**src/rtl/axis_pkg.sv**
```systemverilog
// Shared definitions for the AXI-Stream arbitration slice.
package axis_pkg;

  localparam int AXIS_DATA_W      = 32;
  localparam int AXIS_MAX_MASTERS = 8;

  typedef enum logic {
    ST_IDLE  = 1'b0,
    ST_GRANT = 1'b1
  } arb_state_e;

endpackage

```
**src/rtl/axis_rr_pick.sv**
```systemverilog
// Combinational round-robin picker: the requester after `last` (cyclically)
// wins; implemented as rotate, isolate lowest set bit, rotate back.
module rr_pick #(
  parameter int N     = 4,
  parameter int IDX_W = (N > 1) ? $clog2(N) : 1
) (
  input  logic [N-1:0]     req,
  input  logic [IDX_W-1:0] last,
  output logic [N-1:0]     gnt,
  output logic             any
);

  logic [N-1:0] rot;
  logic [N-1:0] rot_gnt;

  // Bit i of rot is the requester i+1 places after the previous winner.
  always_comb begin
    logic [IDX_W-1:0] idx;
    rot = '0;
    idx = '0;
    for (int i = 0; i < N; i++) begin
      idx    = IDX_W'((int'(last) + 1 + i) % N);
      rot[i] = req[idx];
    end
  end

  assign rot_gnt = rot & (~rot + {{(N-1){1'b0}}, 1'b1});

  always_comb begin
    logic [IDX_W-1:0] idx;
    gnt = '0;
    idx = '0;
    for (int i = 0; i < N; i++) begin
      idx      = IDX_W'((int'(last) + 1 + i) % N);
      gnt[idx] = rot_gnt[i];
    end
  end

  assign any = |req;

endmodule

```
**src/rtl/axis_rr_arbiter.sv**
```systemverilog
// Packet-granular round-robin arbiter sharing one AXI-Stream slave between
// N_MASTERS upstream masters; grant is held until the tlast handshake.
module axis_rr_arbiter
  import axis_pkg::*;
#(
  parameter int N_MASTERS = 4,
  parameter int DATA_W    = AXIS_DATA_W,
  parameter int CNT_W     = 16
) (
  input  logic                        aclk,
  input  logic                        areset,
  input  logic [N_MASTERS-1:0]        s_tvalid,
  output logic [N_MASTERS-1:0]        s_tready,
  input  logic [N_MASTERS*DATA_W-1:0] s_tdata,
  input  logic [N_MASTERS-1:0]        s_tlast,
  output logic                        m_tvalid,
  input  logic                        m_tready,
  output logic [DATA_W-1:0]           m_tdata,
  output logic                        m_tlast,
  output logic [N_MASTERS-1:0]        grant,
  output logic                        busy,
  output logic [CNT_W-1:0]            pkt_count
);

  localparam int IDX_W = $clog2(N_MASTERS);

  if (N_MASTERS < 2 || N_MASTERS > AXIS_MAX_MASTERS) begin : g_bad_n
    $error("axis_rr_arbiter: N_MASTERS out of range");
  end

  arb_state_e           state_q, state_d;
  logic [N_MASTERS-1:0] grant_q, grant_d;
  logic [IDX_W-1:0]     last_q, last_d;
  logic [CNT_W-1:0]     cnt_q, cnt_d;

  logic [N_MASTERS-1:0] pick_gnt;
  logic                 pick_any;
  logic [IDX_W-1:0]     g_idx;
  logic                 hs;

  rr_pick #(.N(N_MASTERS), .IDX_W(IDX_W)) u_pick (
    .req  (s_tvalid),
    .last (last_q),
    .gnt  (pick_gnt),
    .any  (pick_any)
  );

  // Only the registered grant steers the mux, so s_tready never depends on s_tvalid.
  always_comb begin
    m_tvalid = 1'b0;
    m_tdata  = '0;
    m_tlast  = 1'b0;
    s_tready = '0;
    g_idx    = '0;
    for (int i = 0; i < N_MASTERS; i++) begin
      if (grant_q[i]) begin
        m_tvalid    = s_tvalid[i];
        m_tdata     = s_tdata[i*DATA_W +: DATA_W];
        m_tlast     = s_tlast[i];
        s_tready[i] = m_tready;
        g_idx       = IDX_W'(i);
      end
    end
  end

  assign hs = m_tvalid & m_tready;

  always_comb begin
    state_d = state_q;
    grant_d = grant_q;
    last_d  = last_q;
    cnt_d   = cnt_q;
    case (state_q)
      ST_IDLE: begin
        if (pick_any) begin
          grant_d = pick_gnt;
          state_d = ST_GRANT;
        end
      end
      ST_GRANT: begin
        if (hs && m_tlast) begin
          grant_d = '0;
          last_d  = g_idx;
          cnt_d   = cnt_q + 1'b1;
          state_d = ST_IDLE;
        end
      end
      default: begin
        grant_d = '0;
        state_d = ST_IDLE;
      end
    endcase
  end

  always_ff @(posedge aclk) begin
    if (areset) begin
      state_q <= ST_IDLE;
      grant_q <= '0;
      last_q  <= IDX_W'(N_MASTERS - 1);
      cnt_q   <= '0;
    end else begin
      state_q <= state_d;
      grant_q <= grant_d;
      last_q  <= last_d;
      cnt_q   <= cnt_d;
    end
  end

  assign grant     = grant_q;
  assign busy      = (state_q == ST_GRANT);
  assign pkt_count = cnt_q;

endmodule

```
**config.mk**
```make
export PLATFORM = sky130hd
export DESIGN_NAME = axis_rr_arbiter
export DESIGN_NICKNAME = d
export VERILOG_FILES = /design/src/rtl/axis_pkg.sv /design/src/rtl/axis_rr_pick.sv /design/src/rtl/axis_rr_arbiter.sv
export SDC_FILE = /design/constraint.sdc
export NUM_CORES = 1
export LEC_CHECK = 0
export BUFFER_PORTS_ARGS = -buffer_cell sky130_fd_sc_hd__buf_4
export CAP_MARGIN = 20
export CELL_PAD_IN_SITES_DETAIL_PLACEMENT = 0
export CELL_PAD_IN_SITES_GLOBAL_PLACEMENT = 1
export CORE_UTILIZATION = 28
export CTS_BUF_LIST = sky130_fd_sc_hd__clkbuf_16
export DETAILED_ROUTE_END_ITERATION = 6
export GPL_TIMING_DRIVEN = 0
export PLACE_DENSITY = 0.89
export SYNTH_ARGS = -nofsm -noshare
export SYNTH_HDL_FRONTEND = slang
export SYNTH_SLANG_ARGS = --single-unit
```
**constraint.sdc**
```tcl
create_clock -name aclk -period 4.69 [get_ports aclk]
set_input_delay 0.938 -clock aclk [delete_from_list [all_inputs] [get_ports aclk]]
set_output_delay 0.938 -clock aclk [all_outputs]
set_load 0.005 [all_outputs]
```
==> impl_metrics.yaml <==
power:
  cellPowerDensity_nw_per_um2: 163
  p_leak_nw: 1.84
  worst_ir_drop_vdd_mv: 0.155
  p_int_w: 0.000485
  pwr-share-comb_pct: 42.7
  seqPwrFrac_pct: 29.2
  netSwitchingPower_w: 0.000207
  switching_share_pct: 29.9
  p_total_w: 0.000692
  clock_power_share_pct: 28.1
clocking:
  cts.clk_slew.worst_paths_ns: 0.07
  clkSinkCount: 23
  cts_tree: "done"
  clockBufferDepth: 2
  cts_setup_buffers: 0
  cts_root_buf: "clkbuf_16"
  numCtsBuffers: 3
  postCtsHoldBufs: 0
  clk_latency_ns: 0.26
  cts_resized: 0
  cts.htree.levels: 1
final_layout:
  diodes: 0
  final_common_cell: "buf_4"
  syn2layout_area_growth_pct: 66.6
  most-common-layout-cells: "197 x buf_4, 69 x o21ai_0, 40 x nand2_1"
  finalNetCount: 708
  final_layout_size_suffix_gt1_share_pct: 38.0
sta:
  hold_viol: 0
  fin_ws_ns: 1.40
  fmax_mhz: 304
  holdWs_ns: 0.512
  tightestPinTransition_ns: 0.622
  setup_viol: 0
  rsz0062_at_grt: "false"
  final_max_slew_viol_count: 0
  fin_crit_ns: 3.29
  fin_setup_tns_ns: 0
  fin_worst_skew_ns: 0.00464
  relSlewSlack_pct: 58.3
  period_share_pct: 70.2
synth:
  syn-num-nets: 506
  synth_warnings: 0
  netlist_area_um2: 2550
  synth_cell_types: 44
  synth_seq_area_share_pct: 18.1
  synth-edff-count: 0
  synth_flop_cell: "dfxtp_1"
  syn_avg_cell_area_um2: 7.08
  synthArstFlopShare_pct: 0
  ys_seq_elements: 23
  synth_cells: 360
setup_path:
  crit_family: "buffers and inverters"
  crit_path_cell_trace: "clkbuf_1, nor2b_1, clkbuf_1, clkbuf_1, a221o_1, o21ai_0, o21ai_0, buf_4"
  cp_slowest_cell: "clkbuf_1"
  critPathKind: "flip-flop to output pin"
  critPathMostFrequentCell: "clkbuf_1"
  cp-start-kind: "flip-flop"
  path_buf_inv: 4
  cp-end-kind: "output pin"
  required_ns: 3.75
  reg2reg_from: "last_q[0]$_SDFFE_PP1P_"
  path_max_fanout: 10
  critPathLaunch: "grant[1]$_SDFFE_PP0P_"
  cp.arrival_ns: 2.36
  cpPeakStageDelay_ns: 0.41
detailed_routing:
  wire_per_inst_um: 17.6
  num_vias: 3750
  ant_nets: 0
  drtIter0Drc: 177
  via_per_inst: 5.61
  drc: 0
  routed_wl_um: 11700
  drtPass1Iterations: 4
grt:
  grt_max_degree: 15
  grt_overflow: 0
  grt_pass1_wl_um: 18300
  antenna_found_initial: 0
  grt_pass1_vias: 3594
  grtUsageTotal_pct: 23.3
run_status:
  status: "finished clean"
die:
  rows: 34
  io_pins: 198
  dieArea_um2: 9490
  die_h_um: 97.4
  fp.dieW_um: 97.4
  core_area_um2: 8760
  initial_utilization_pct: 29.1
flow_run:
  maxCapViolCount: 0
hold_path:
  hold_path.startpoint: "pkt_count[14]$_SDFFE_PP0P_"
  hp-class: "flip-flop to flip-flop"
place:
  place.gp.congestion: 0.874
  pre_cts_ws_ns: 1.73
  port_buffers: 197
  dpl.hpwl_um: 9300
## tightest hold or removal path: cells and delay by family (launching register included)
family         cells  cell delay [ns]
AO/OA/AOI/OAI      2             0.13
flip-flops         1             0.34
## metal layers
layer	track usage, %	share of wire (%)	vias up
li1	-	-	1797
met1	27.9	40	1772
met2	43.7	52	161
met3	3.17	5.9	20
met4	4.86	1.6	0
met5	0	0	-
## Yosys cell counts, types with 2 or more instances
cell        n  area share [%]
nor2b_1     6             1.5
dfxtp_1    23              18
o21ai_0    69              14
a21oi_1    18             3.5
buf_2       3            0.59
mux2i_1     6             2.4
ha_1        7             3.4
or3b_2      2            0.69
a22o_1      3             1.0
a211o_1     4             1.4
or4_1       9             2.7
nor2_1     15             2.2
nand4bb_1   2            0.88
nand2_1    40             5.9
a2111oi_0   2            0.69
nand4_1     4            0.98
a221o_1    33              13
a31oi_1     2            0.49
and3_1      6             1.5
inv_1       9             1.3
clkbuf_1   29             4.3
a311oi_1    3             1.0
mux2_2      3             1.3
nand3b_1    3            0.88
a211oi_2    2            0.98
or3_1       7             1.7
nand3_1    14             2.7
o211ai_1    4             1.2
and2_1      7             1.7
nor3_1      2            0.39
nor3b_1     2            0.59
o31ai_1     9             2.7
## registers in the layout (all words and copies together) (netlist names)
register / count
busy: 1
grant: 4
pkt_count: 16
last_q: 2
## kinds of logic (layout without fill, tap and decap cells)
| group | Yosys count | count (layout) | share of synthesized area [%] |
|---|---|---|---|
| AOI/OAI and AO/OA | 156 | 156 | 42.6 |
| and+or+nand+nor | 122 | 122 | 25.3 |
| buffers and inverters | 41 | 242 | 6.19 |
| DFF | 23 | 23 | 18.1 |
| muxes | 10 | 10 | 4.12 |
| adders and majority gates | 7 | 7 | 3.44 |
| xor gates and xnor gates | 1 | 1 | 0.344 |
## layout make-up
| class | instances | area, um2 |
|---|---|---|
| timing repair buffer | 197 | 1480 |
| inverter | 9 | 33.8 |
| clock buffer | 3 | 75.1 |
| tap | 108 | 135 |
| multi-input combinational | 296 | 1930 |
| sequential | 23 | 460 |
| clock inverter | 1 | 7.51 |
| fill | 892 | 4520 |
| buffer | 32 | 124 |
## power groups by stage
stage	sequential [W]	combinational [W]	clock (W)
CTS	0.000202	0.000294	0.000198
finish	0.000202	0.000296	0.000194
detailed placement	0.000207	0.000293	0
floorplan	0.000205	0.000113	0
global placement	0.000207	0.000289	0
global route	0.000202	0.000319	0.000201
## worst paths after layout
kind	to	slack [ns]	cells after the start
worst min register to register	pkt_count[14]$_SDFFE_PP0P_	0.51	2
worst max-delay path	m_tdata[24]	1.40	8
worst min-delay path	pkt_count[14]$_SDFFE_PP0P_	0.51	2
worst max register to register	grant[0]$_SDFFE_PP0P_	2.05	7
## per-stage QoR
| stage | cell area [um2] | instances | util, % |
|---|---|---|---|
| after detailed placement | 4160 | 665 | 47.5 |
| final | 4250 | 669 | 48.4 |
| after CTS | 4250 | 669 | 48.4 |
| after global placement | 4160 | 665 | 47.5 |
| after global routing | 4250 | 669 | 48.4 |
| after floorplan | 2550 | 360 | - |
Note: power is estimated with default switching activity, not from simulation.
